## src/rtl/dkong3_obj_dma.sv

```systemverilog
// ---------------------------------------------------------------------------
// dkong3_obj_dma
//   Sprite-list DMA controller for the main CPU bus. On a rising edge of the
//   DMA RDY latch bit it requests the bus (BUSRQ/BUSAK). It then copies LEN
//   bytes from work RAM (SRC_BASE..) to OBJ RAM (DST_BASE..) and releases
//   the bus. Each byte takes five I_CEN ticks: RD1 RD2 WR1 WR2 WR3.
//
// Ports
//   I_CLK12M   system clock, all state advances on posedge
//   I_RESET    asynchronous active-high reset
//   I_CEN      bus-step enable; the FSM only advances when 1
//   I_RDY      DMA RDY latch bit; a rising edge arms a transfer
//   O_BUSRQ_n  bus request to main CPU (active-low)
//   I_BUSAK_n  bus acknowledge from main CPU (active-low)
//   O_BUSEN    1 while this block owns the bus (top level muxes AB/DB/strobes)
//   O_AB       bus address (0 when not owning the bus)
//   O_DB       write data (0 when not owning the bus)
//   I_DB       read data from the bus
//   O_MREQ_n   memory request strobe (active-low)
//   O_RD_n     read strobe (active-low)
//   O_WR_n     write strobe (active-low)
//   O_BUSY     1 from arm until the bus is released
//   O_DONE     one-clock pulse when a full, non-aborted transfer completes
// ---------------------------------------------------------------------------
module dkong3_obj_dma #(
    parameter logic [15:0] SRC_BASE = 16'h6900,
    parameter logic [15:0] DST_BASE = 16'h7000,
    parameter logic [9:0]  LEN      = 10'd384
) (
    input  logic        I_CLK12M,
    input  logic        I_RESET,
    input  logic        I_CEN,
    input  logic        I_RDY,
    output logic        O_BUSRQ_n,
    input  logic        I_BUSAK_n,
    output logic        O_BUSEN,
    output logic [15:0] O_AB,
    output logic [7:0]  O_DB,
    input  logic [7:0]  I_DB,
    output logic        O_MREQ_n,
    output logic        O_RD_n,
    output logic        O_WR_n,
    output logic        O_BUSY,
    output logic        O_DONE
);

    typedef enum logic [2:0] {
        S_IDLE, S_REQ, S_RD1, S_RD2, S_WR1, S_WR2, S_WR3, S_REL
    } state_t;

    state_t     state;
    logic [9:0] count;
    logic       armed;
    logic       aborted;
    logic       rdy_prev;
    logic       rdy_edge;
    logic [9:0] count_next;

    assign rdy_edge   = I_RDY & ~rdy_prev;
    assign count_next = count + 10'd1;

    // NOTE: every register below uses non-blocking assignment so that all
    // state updates see the values from before the clock edge.
    always_ff @(posedge I_CLK12M or posedge I_RESET) begin
        if (I_RESET) begin
            state     <= S_IDLE;
            count     <= '0;
            armed     <= 1'b0;
            aborted   <= 1'b0;
            rdy_prev  <= 1'b0;
            O_BUSRQ_n <= 1'b1;
            O_BUSEN   <= 1'b0;
            O_AB      <= '0;
            O_DB      <= '0;
            O_MREQ_n  <= 1'b1;
            O_RD_n    <= 1'b1;
            O_WR_n    <= 1'b1;
            O_BUSY    <= 1'b0;
            O_DONE    <= 1'b0;
        end else begin
            // Edge detector and DONE pulse run at full clock rate, not I_CEN rate.
            rdy_prev <= I_RDY;
            O_DONE   <= 1'b0;
            if (state == S_IDLE && rdy_edge)
                armed <= 1'b1;

            if (I_CEN) begin
                case (state)
                    S_IDLE: begin
                        if (armed) begin
                            armed     <= 1'b0;
                            aborted   <= 1'b0;
                            O_BUSY    <= 1'b1;
                            O_BUSRQ_n <= 1'b0;
                            state     <= S_REQ;
                        end
                    end
                    S_REQ: begin
                        // RDY withdrawn before the grant: give up without touching the bus.
                        if (!I_RDY) begin
                            aborted   <= 1'b1;
                            O_BUSRQ_n <= 1'b1;
                            state     <= S_REL;
                        end else if (!I_BUSAK_n) begin
                            O_BUSEN  <= 1'b1;
                            O_AB     <= SRC_BASE + {6'd0, count};
                            O_MREQ_n <= 1'b0;
                            O_RD_n   <= 1'b0;
                            state    <= S_RD1;
                        end
                    end
                    S_RD1: state <= S_RD2;
                    S_RD2: begin
                        // The output data register doubles as the byte latch.
                        O_DB   <= I_DB;
                        O_AB   <= DST_BASE + {6'd0, count};
                        O_RD_n <= 1'b1;
                        state  <= S_WR1;
                    end
                    S_WR1: begin
                        O_WR_n <= 1'b0;
                        state  <= S_WR2;
                    end
                    S_WR2: begin
                        O_WR_n   <= 1'b1;
                        O_MREQ_n <= 1'b1;
                        state    <= S_WR3;
                    end
                    S_WR3: begin
                        // Abort is only honoured here, so a byte already read is always written.
                        if (count == LEN - 10'd1 || !I_RDY) begin
                            aborted   <= (count != LEN - 10'd1);
                            O_BUSEN   <= 1'b0;
                            O_BUSRQ_n <= 1'b1;
                            O_AB      <= '0;
                            O_DB      <= '0;
                            state     <= S_REL;
                        end else begin
                            count    <= count_next;
                            O_AB     <= SRC_BASE + {6'd0, count_next};
                            O_DB     <= '0;
                            O_MREQ_n <= 1'b0;
                            O_RD_n   <= 1'b0;
                            state    <= S_RD1;
                        end
                    end
                    S_REL: begin
                        if (I_BUSAK_n) begin
                            O_BUSY <= 1'b0;
                            O_DONE <= ~aborted;
                            count  <= '0;
                            state  <= S_IDLE;
                        end
                    end
                    default: state <= S_IDLE;
                endcase
            end
        end
    end

endmodule

```

## config.mk

```make
export PLATFORM = sky130hd
export DESIGN_NAME = dkong3_obj_dma
export DESIGN_NICKNAME = d
export VERILOG_FILES = /design/src/rtl/dkong3_obj_dma.sv
export SDC_FILE = /design/constraint.sdc
export NUM_CORES = 1
export LEC_CHECK = 0
export CELL_PAD_IN_SITES_DETAIL_PLACEMENT = 0
export CELL_PAD_IN_SITES_GLOBAL_PLACEMENT = 1
export CORE_MARGIN = 10
export CORE_UTILIZATION = 45
export CTS_BUF_LIST = sky130_fd_sc_hd__clkbuf_4
export DETAILED_ROUTE_END_ITERATION = 8
export PLACE_DENSITY_LB_ADDON = 0.1
export REMOVE_ABC_BUFFERS = 1
export SYNTH_ARGS = -nofsm -noshare
export SYNTH_HDL_FRONTEND = slang
export SYNTH_SLANG_ARGS = --single-unit
```

## constraint.sdc

```tcl
create_clock -name I_CLK12M -period 5.33 [get_ports I_CLK12M]
set_input_delay 1.066 -clock I_CLK12M [delete_from_list [all_inputs] [get_ports I_CLK12M]]
set_output_delay 1.066 -clock I_CLK12M [all_outputs]
set_load 0.05 [all_outputs]
```

==> results of run 1 <==
[logic make-up after synthesis]
logic type,synth area share
other,0.001473
AND/OR/NAND/NOR,0.2084
flip-flops,0.4442
multiplexers,0.02850
buffers and inverters,0.05455
XOR/XNOR,0.01376
adder cells (fa/ha/maj),0.03931
AO/OA/AOI/OAI,0.2098
[per-layer routing]
layer	vias to the layer above	wire length (µm)
met4	0	76
met2	59	2891
met3	9	499
li1	1054	-
met1	1023	2874
met5	-	0
[report_power, final]
group	internal (mW)	switching, mW
clock	0.0611	0.109
sequential	0.478	0.102
combinational	0.396	0.704
total	0.936	0.915
[cell type report]
class	instances	area (µm²)
fill	534	2495
multi-input combinational	201	1276
clock buffer	7	52.55
sequential	45	1131
timing repair buffer	43	427.9
clock inverter	1	3.754
tap	72	90.09
inverter	8	30.03
[flip-flops by register name (all words and copies together), names as in the netlist]
register	cells
O_RD_n	1
armed	1
O_BUSRQ_n	1
O_DONE	1
rdy_prev	1
O_AB	14
O_BUSY	1
O_MREQ_n	1
aborted	1
O_DB	8
O_BUSEN	1
count	10
state	3
O_WR_n	1
[worst reg2reg max path, cell delays in order, from the launching register on]
cell and delay [ps]:
dfrtp_1 430, inv_1 90, ha_1 360, nand2_2 330
a211oi_2 860, nor4bb_1 190, o32a_1 220
[synth_stat cells, drive strengths merged, types with 3 or more instances]
| library cell | count |
|---|---|
| buf | 16 |
| dfstp | 4 |
| a22o | 3 |
| xnor2 | 3 |
| nand2b | 5 |
| nor3 | 10 |
| a31oi | 3 |
| nor2b | 6 |
| nand4 | 3 |
| o21ai | 28 |
| mux2i | 5 |
| inv | 8 |
| a21oi | 6 |
| nand3 | 16 |
| clkbuf | 4 |
| a22oi | 4 |
| o31ai | 6 |
| nor2 | 11 |
| o32a | 3 |
| ha | 8 |
| nand2 | 39 |
| or3 | 3 |
| dfrtp | 41 |
[worst paths after layout]
path / start / depth (start not counted) / slack [ps] / to
worst max register to register: state[0] / 6 / 2740 / aborted
worst min-delay path: aborted / 1 / 460 / O_DONE
worst max-delay path: I_RDY / 5 / 2440 / aborted
min in group asynchronous: I_RESET / 2 / 1220 / O_AB[2]
max in group asynchronous: I_RESET / 2 / 3520 / O_DB[5]
worst min register to register: aborted / 1 / 460 / O_DONE
[layout by cell type (no fill, tap or decap), drive strengths merged, types with 2 or more instances in the layout]
master	count
and3	2
o21a	2
a2bb2oi	2
and2	2
or3	3
mux2i	5
a211oi	2
a21oi	6
dfstp	4
o31ai	6
nand2	39
mux2	2
nor2b	6
a31oi	3
nand4	3
nor3	10
nor2	11
nand3	16
xnor2	3
o21ai	28
o2bb2ai	2
a21boi	2
inv	8
a21o	2
a22oi	4
nand2b	5
o32a	3
a32o	2
ha	8
nand4b	2
clkbuf	7
a22o	3
clkdlybuf4s50	42
dfrtp	41
o2111ai	2
[per-stage QoR]
step                cell area [µm²]  worst slack, ps
CTS                            3012             2458
global placement               2955             2102
floorplan                      2437             2793
finish                         3012             2438
global route                   3012             2299
detailed placement             2955             2079
==> flow_summary.toml, run 1 <==
[outcome]
status = "complete, no violations"

[timing]
period_minus_slack_ps = 2892
fmaxAchievable_mhz = 345.8
fin_crit_sh = 0.5426
relSlewSlack = 0.3669
setup_tns_ps = 0
rsz0062_at_grt = "no"
tightest_slew_ps = 947.9
whs_ps = 458.3
slew_violations = 0
setup_viol = 0
finalHoldViolations = 0
clock_skew_ps = 15.57

[floorplan]
dieHeight_um = 95.22
io-pin-count = 44
floorplan.initialDensity = 0.4624
fp.dieArea_um2 = 9067
num_rows = 27
die_w_um = 95.22
design.core.area_um2 = 5507

[synth]
yosysSeqAreaShare = 0.4442
synth_cell_types = 59
synth_top_flop_cell = "dfrtp_1"
synth_warnings = 0
synth_top_area_share = 0.4029
yosys.area.top_type = "dfrtp_1"
synth_cells = 274
async_reset_ff_frac = 1.000
syn_area_um2 = 2546
synth_area_per_cell_um2 = 9.293
synth.area.top_cells = "dfrtp_1 40%, nand2_1 5.6%, dfstp_2 4.1%"
ys_ff_latch = 45
synth_edf_count = 0

[power]
power_density_nw_per_um2 = 614.5
leakage_nw = 1.238
power.total_mw = 1.851
ir_drop_mv = 0.3093

[setup_path]
cp_cell_sequence = "clkdlybuf4s50_1, inv_1, a211oi_2, nor4bb_1, o32a_1"
required_ps = 5590
path_max_fanout = 12
crit_family = "compound AO/OA/AOI/OAI gates"
endpoint_kind = "flip-flop"
critical_path_class = "input pin to flip-flop"
cpPeakStageDelay_ps = 820
cp_slowest_cell = "a211oi_2"
path_buf_inv = 2
arrival_ps = 3150
worstSetupStartpointType = "input pin"

[min_path]
min-delay-path-class = "flip-flop to flip-flop"

[placement]
dp_hpwl_mm = 4.524
gp_congestion = 0.8087
portBuffers = 42
dp.cells = 369

[global_routing]
antenna_found_initial = 0
grt_pass1_wl_mm = 10.70
grt_max_degree = 46
grt_pass1_vias = 2104
overflow = 0
busiest_layer = "met2"
gr-usage-met2 = 0.2244
grt_usage = 0.1457
grt.met3_usage = 0.03614
grtUsageMet1 = 0.1969

[run]
cap_violations = 0

[clock_network]
cts-root-buf = "clkbuf_4"
cts_tree = "yes"
ctsHoldBuffers = 0
cts_buffers = 5
ctsResizeCount = 0
worstSkewPairLatency_ps = 370
post-cts-setup-buffer-count = 0
h-tree-depth = 2
clockBufferDepth = 2
clk_pin_slew_ps = 120
clock-sinks = 45

[detailed_routing]
drt_pass1_iterations = 4
postRouteAntennaNets = 0
vias = 2145
drt_wl_total_mm = 6.343
drt_iter0_drc = 160
via_per_inst = 5.690
drc = 0
wl_per_cell_um = 16.82

[final_layout]
instances_no_fill = 377
postLayoutCoreUtil = 0.5469
drive_gt1_frac = 0.07213
nets = 325
synthToLayoutAreaGrowth_pct = 18.28
antennaDiodeCount = 0
(Power assumes the default switching activity.)
==> inputs of run 2 (changes only) <==
--- a/config.mk
+++ b/config.mk
@@ -8,7 +8,7 @@
 export CELL_PAD_IN_SITES_DETAIL_PLACEMENT = 0
 export CELL_PAD_IN_SITES_GLOBAL_PLACEMENT = 1
 export CORE_MARGIN = 10
-export CORE_UTILIZATION = 45
+export CORE_UTILIZATION = 42
 export CTS_BUF_LIST = sky130_fd_sc_hd__clkbuf_4
 export DETAILED_ROUTE_END_ITERATION = 8
 export PLACE_DENSITY_LB_ADDON = 0.1
==> constraint.sdc (replaced) <==
create_clock -name I_CLK12M -period 3 [get_ports I_CLK12M]
set_input_delay 0.6 -clock I_CLK12M [delete_from_list [all_inputs] [get_ports I_CLK12M]]
set_output_delay 0.6 -clock I_CLK12M [all_outputs]
set_load 0.05 [all_outputs]
==> run 2 against run 1 <==
Net effect: clock power grew 84%; clock-buffer cell count grew 1; sequential power grew 76%; non-clock buffer count grew 8; largest power group unchanged; largest cell class unchanged; critical path type is now flip-flop to flip-flop; cell area grew 2.2%; routed wire length grew 5.1%; critical path depth grew 2; worst hold slack lost 8.5 ps; worst setup slack lost 1800 ps; utilization shrank 2.7 points; clock skew shrank 7.9 ps; final cell count grew 2.9%.
==> flow_summary.toml, run 2 (same netlist as run 1, synthesis figures left out) <==
[final_layout]
multiInputGateArea_um2 = 1276
mostFrequentLayoutCells = "42 x clkdlybuf4s50_1, 41 x dfrtp_1, 38 x nand2_1"
reg_top3 = "O_AB: 14 flops, count: 10 flops, O_DB: 8 flops"
design_area_um2 = 3079
instances_no_fill = 388
final_common_cell = "clkdlybuf4s50_1"
drive_gt1_frac = 0.09904
postLayoutCoreUtil = 0.5201
antennaDiodeCount = 0
regMostFlops = "O_AB"
nets = 333
largest_reg_flops = 14
register_area_um2 = 1131
synthToLayoutAreaGrowth_pct = 20.93
num-fill-cells = 573

[placement]
pre_cts_ws_ps = 459.2
gp_congestion = 0.9020
portBuffers = 42
dpl_cell_area_um2 = 3019
dp_hpwl_mm = 4.984
dp.cells = 380

[clock_network]
ctsResizeCount = 0
cts-root-buf = "clkbuf_4"
clk_pin_slew_ps = 130
cts_tree = "yes"
clock-sinks = 45
worstSkewPairLatency_ps = 350
cts_buffers = 5
clockBufferDepth = 2
h-tree-depth = 2
ctsHoldBuffers = 0
post-cts-setup-buffer-count = 0

[floorplan]
dieHeight_um = 97.86
floorplan.initialDensity = 0.4301
io-pin-count = 44
num_rows = 28
die_w_um = 97.86
design.core.area_um2 = 5921
fp.dieArea_um2 = 9577

[setup_path]
path_max_fanout = 7
critical_path_class = "flip-flop to flip-flop"
worstSetupStartpointType = "flip-flop"
endpoint_kind = "flip-flop"
required_ps = 3250
arrival_ps = 2620

[timing]
slew_violations = 0
setup_viol = 0
clock_skew_ps = 7.647
period_minus_slack_ps = 2370
finalHoldViolations = 0
relSlewSlack = 0.5697
rsz0062_at_grt = "no"
whs_ps = 449.8
fmaxAchievable_mhz = 421.9
setup_tns_ps = 0
tightest_slew_ps = 641.9
fin_ws_ps = 629.6
fin_crit_sh = 0.7901

[min_path]
min-delay-path-class = "flip-flop to flip-flop"

[detailed_routing]
drc = 0
drt_wl_total_mm = 6.668
via_per_inst = 5.598
vias = 2172
wl_per_cell_um = 17.19
postRouteAntennaNets = 0
drt_pass1_iterations = 4
drt_iter0_drc = 76

[outcome]
status = "complete, no violations"

[global_routing]
grt_max_degree = 25
grt_pass1_vias = 2153
antenna_found_initial = 0
grt_usage = 0.1400
grt_pass1_wl_mm = 11.36
overflow = 0

[power]
power_density_nw_per_um2 = 1084
ir_drop_mv = 0.5872
power.total_mw = 3.337
leakage_nw = 1.279

[run]
cap_violations = 0
-- run 2: cell types whose count changed in the layout (fill, tap and decap cells not counted), sizes merged --
cell	before	now
clkinv	1	0
clkbuf	7	8
buf	1	9
-- run 2: worst max-delay path: stages (launching register included) --
cell and delay, ps:
dfrtp_1 470, ha_1 350, nand3_1 180, nor3_1 350, xnor2_1 220, ha_1 290
a221oi_1 310, o21ai_1 90
-- run 2: per-layer routing --
metal  wire length [µm]  track usage  vias to the layer above
li1                   -            -                     1065
met1               3143       0.1838                     1029
met2               2999       0.2162                       70
met3                420      0.04087                        8
met4                105      0.04251                        0
met5                  0            0                        -
-- run 2: report_power, final --
group	switching, mW	total, mW	internal, mW
Combinational	1.28	2.01	0.729
Clock	0.191	0.312	0.121
Sequential	0.166	1.02	0.850
-- run 2: final cells by class --
type,instances,area share
well taps,75,0.03048
inverters,8,0.009752
repair buffers,51,0.1585
multi-input cells,201,0.4145
clock buffers,8,0.01950
flip-flops and latches,45,0.3673
-- run 2: worst paths after layout --
kind | start | cells after the start | to | slack, ps
worst min register to register | aborted | 1 | O_DONE | 450
worst max-delay path | count[0] | 7 | O_AB[9] | 630
min in group asynchronous | I_RESET | 2 | count[3] | 580
worst min-delay path | aborted | 1 | O_DONE | 450
max in group asynchronous | I_RESET | 3 | O_WR_n | 1770
worst max register to register | count[0] | 7 | O_AB[9] | 630
==> inputs of run 3 (changes only) <==
--- a/config.mk
+++ b/config.mk
@@ -8,7 +8,7 @@
 export CELL_PAD_IN_SITES_DETAIL_PLACEMENT = 0
 export CELL_PAD_IN_SITES_GLOBAL_PLACEMENT = 1
 export CORE_MARGIN = 10
-export CORE_UTILIZATION = 42
+export CORE_UTILIZATION = 38
 export CTS_BUF_LIST = sky130_fd_sc_hd__clkbuf_4
 export DETAILED_ROUTE_END_ITERATION = 8
 export PLACE_DENSITY_LB_ADDON = 0.1
==> constraint.sdc (replaced) <==
create_clock -name I_CLK12M -period 1.9 [get_ports I_CLK12M]
set_input_delay 0.38 -clock I_CLK12M [delete_from_list [all_inputs] [get_ports I_CLK12M]]
set_output_delay 0.38 -clock I_CLK12M [all_outputs]
set_load 0.05 [all_outputs]
==> run 3 against run 2 <==
Net effect: maximum frequency up 26%; first-iteration DRC count up 66%; sequential power up 51%; worst hold slack worse by 240 ps.
==> flow_summary.toml, run 3 (same netlist as run 1, synthesis figures left out) <==
[power]
ir_drop_mv = 1.068
leakage_nw = 1.660
power.total_mw = 6.073
power_density_nw_per_um2 = 1640

[final_layout]
mostFrequentLayoutCells = "83 x buf_4, 41 x dfrtp_1, 38 x nand2_1"
instances_no_fill = 449
reg_top3 = "O_AB: 14 flops, count: 10 flops, O_DB: 8 flops"
drive_gt1_frac = 0.3763
final_common_cell = "buf_4"
nets = 392
synthToLayoutAreaGrowth_pct = 45.41
antennaDiodeCount = 0
largest_reg_flops = 14
num-fill-cells = 586
regMostFlops = "O_AB"

[floorplan]
floorplan.initialDensity = 0.3965
fp.dieArea_um2 = 10370
dieHeight_um = 101.9
num_rows = 29
design.core.area_um2 = 6422
io-pin-count = 44
die_w_um = 101.9

[placement]
dp.cells = 434
pre_cts_ws_ps = -180.3
gp_congestion = 0.8934
dp_hpwl_mm = 5.849
portBuffers = 42

[clock_network]
ctsHoldBuffers = 0
h-tree-depth = 2
cts-root-buf = "clkbuf_4"
clk_pin_slew_ps = 140
cts_tree = "yes"
clockBufferDepth = 2
cts_buffers = 5
clock-sinks = 45
worstSkewPairLatency_ps = 370

[detailed_routing]
postRouteAntennaNets = 0
wl_per_cell_um = 17.53
drt_iter0_drc = 126
drc = 0
via_per_inst = 5.454
drt_wl_total_mm = 7.870
vias = 2449
drt_pass1_iterations = 4

[setup_path]
required_ps = 2210
worstSetupStartpointType = "flip-flop"
critical_path_class = "flip-flop to flip-flop"
cpPeakStageDelay_ps = 470
cp_slowest_cell = "a2111oi_2"
cp_cell_sequence = "ha_2, buf_4, nand4b_1, o21ai_0, a2111oi_2, buf_4, o21ai_0"
arrival_ps = 2190
endpoint_kind = "flip-flop"
path_max_fanout = 6
crit_family = "compound AO/OA/AOI/OAI gates"
path_buf_inv = 2

[timing]
rsz0062_at_grt = "yes"
fmaxAchievable_mhz = 533.7
fin_ws_ps = 26.16
setup_tns_ps = 0
finalHoldViolations = 0
period_minus_slack_ps = 1874
slew_violations = 0
fin_crit_sh = 0.9862
clock_skew_ps = 9.636
setup_viol = 0

[global_routing]
overflow = 0
antenna_found_initial = 0
grt_pass1_vias = 2438
grt_pass1_wl_mm = 12.59
grt_usage = 0.1512
grt_max_degree = 21

[min_path]
min-delay-path-class = "input pin to asynchronous set/reset pin"

[outcome]
status = "complete, no violations"

[run]
cap_violations = 0
-- run 3: changes by cell type in the layout (fill, tap and decap cells not counted), moves of 4 or more --
cell             change
buf_6                +4
clkdlybuf4s50_1     -30
dlygate4sd2_1        +8
buf_4               +74
ha_1                 -4
ha_2                 +4
o31ai_1              -4
-- run 3: timing repair --
item / CTS / global route
setup endpoints to repair: 21 / 34
endpoints found under the hold margin: 0 / 0
pin swaps: 0 / 12
buffers inserted: 5 / 2
resized for setup: 16 / 34
-- run 3: worst reg2reg max path, delay by kind of cell, from the launching register on --
kind,cells,cell delay (ps)
AND/OR/NAND/NOR,1,180
flip-flops,1,400
buffers and inverters,2,330
AO/OA/AOI/OAI,3,710
adder cells (fa/ha/maj),1,190
-- run 3: final timing paths --
path	slack, ps	endpoint	startpoint	depth (start not counted)
worst max-delay path	30	O_RD_n	count[0]	7
worst min-delay path	210	O_AB[9]	I_RESET	2
worst max register to register	30	O_RD_n	count[0]	7
worst min register to register	450	O_DONE	aborted	1
max in group asynchronous	1210	O_RD_n	I_RESET	3
min in group I_CLK12M	450	O_DONE	aborted	1
-- run 3: layer usage --
metal  track usage  share of wire
met1        0.1992           0.45
met2        0.2430           0.49
met5             0              0
met4       0.03579         0.0070
met3       0.03914          0.060
-- run 3: per-stage QoR --
stage          hold slack (ps)  utilization  instance area (µm²)
6_report                 213.8       0.5765                 3702
5_1_grt                  214.9       0.5765                 3702
4_1_cts                  216.3       0.5509                 3538
3_5_place_dp             426.1       0.5246                 3369
3_3_place_gp             426.1       0.5246                 3369
2_1_floorplan            409.0            -                 2437
-- run 3: power by group --
| group | internal, mW | switching [mW] |
|---|---|---|
| sequential | 1.34 | 0.201 |
| combinational | 1.58 | 2.34 |
| clock | 0.273 | 0.338 |
-- run 3: layout make-up --
class                   count  area (µm²)  share of cell area
clock buffers               5       37.54             0.01014
inverters                   8       30.03            0.008111
flip-flops and latches     45        1131              0.3055
multi-input cells         201        1448              0.3910
clock inverters             3       41.29             0.01115
repair buffers            110       918.4              0.2481
well taps                  77       96.34             0.02602
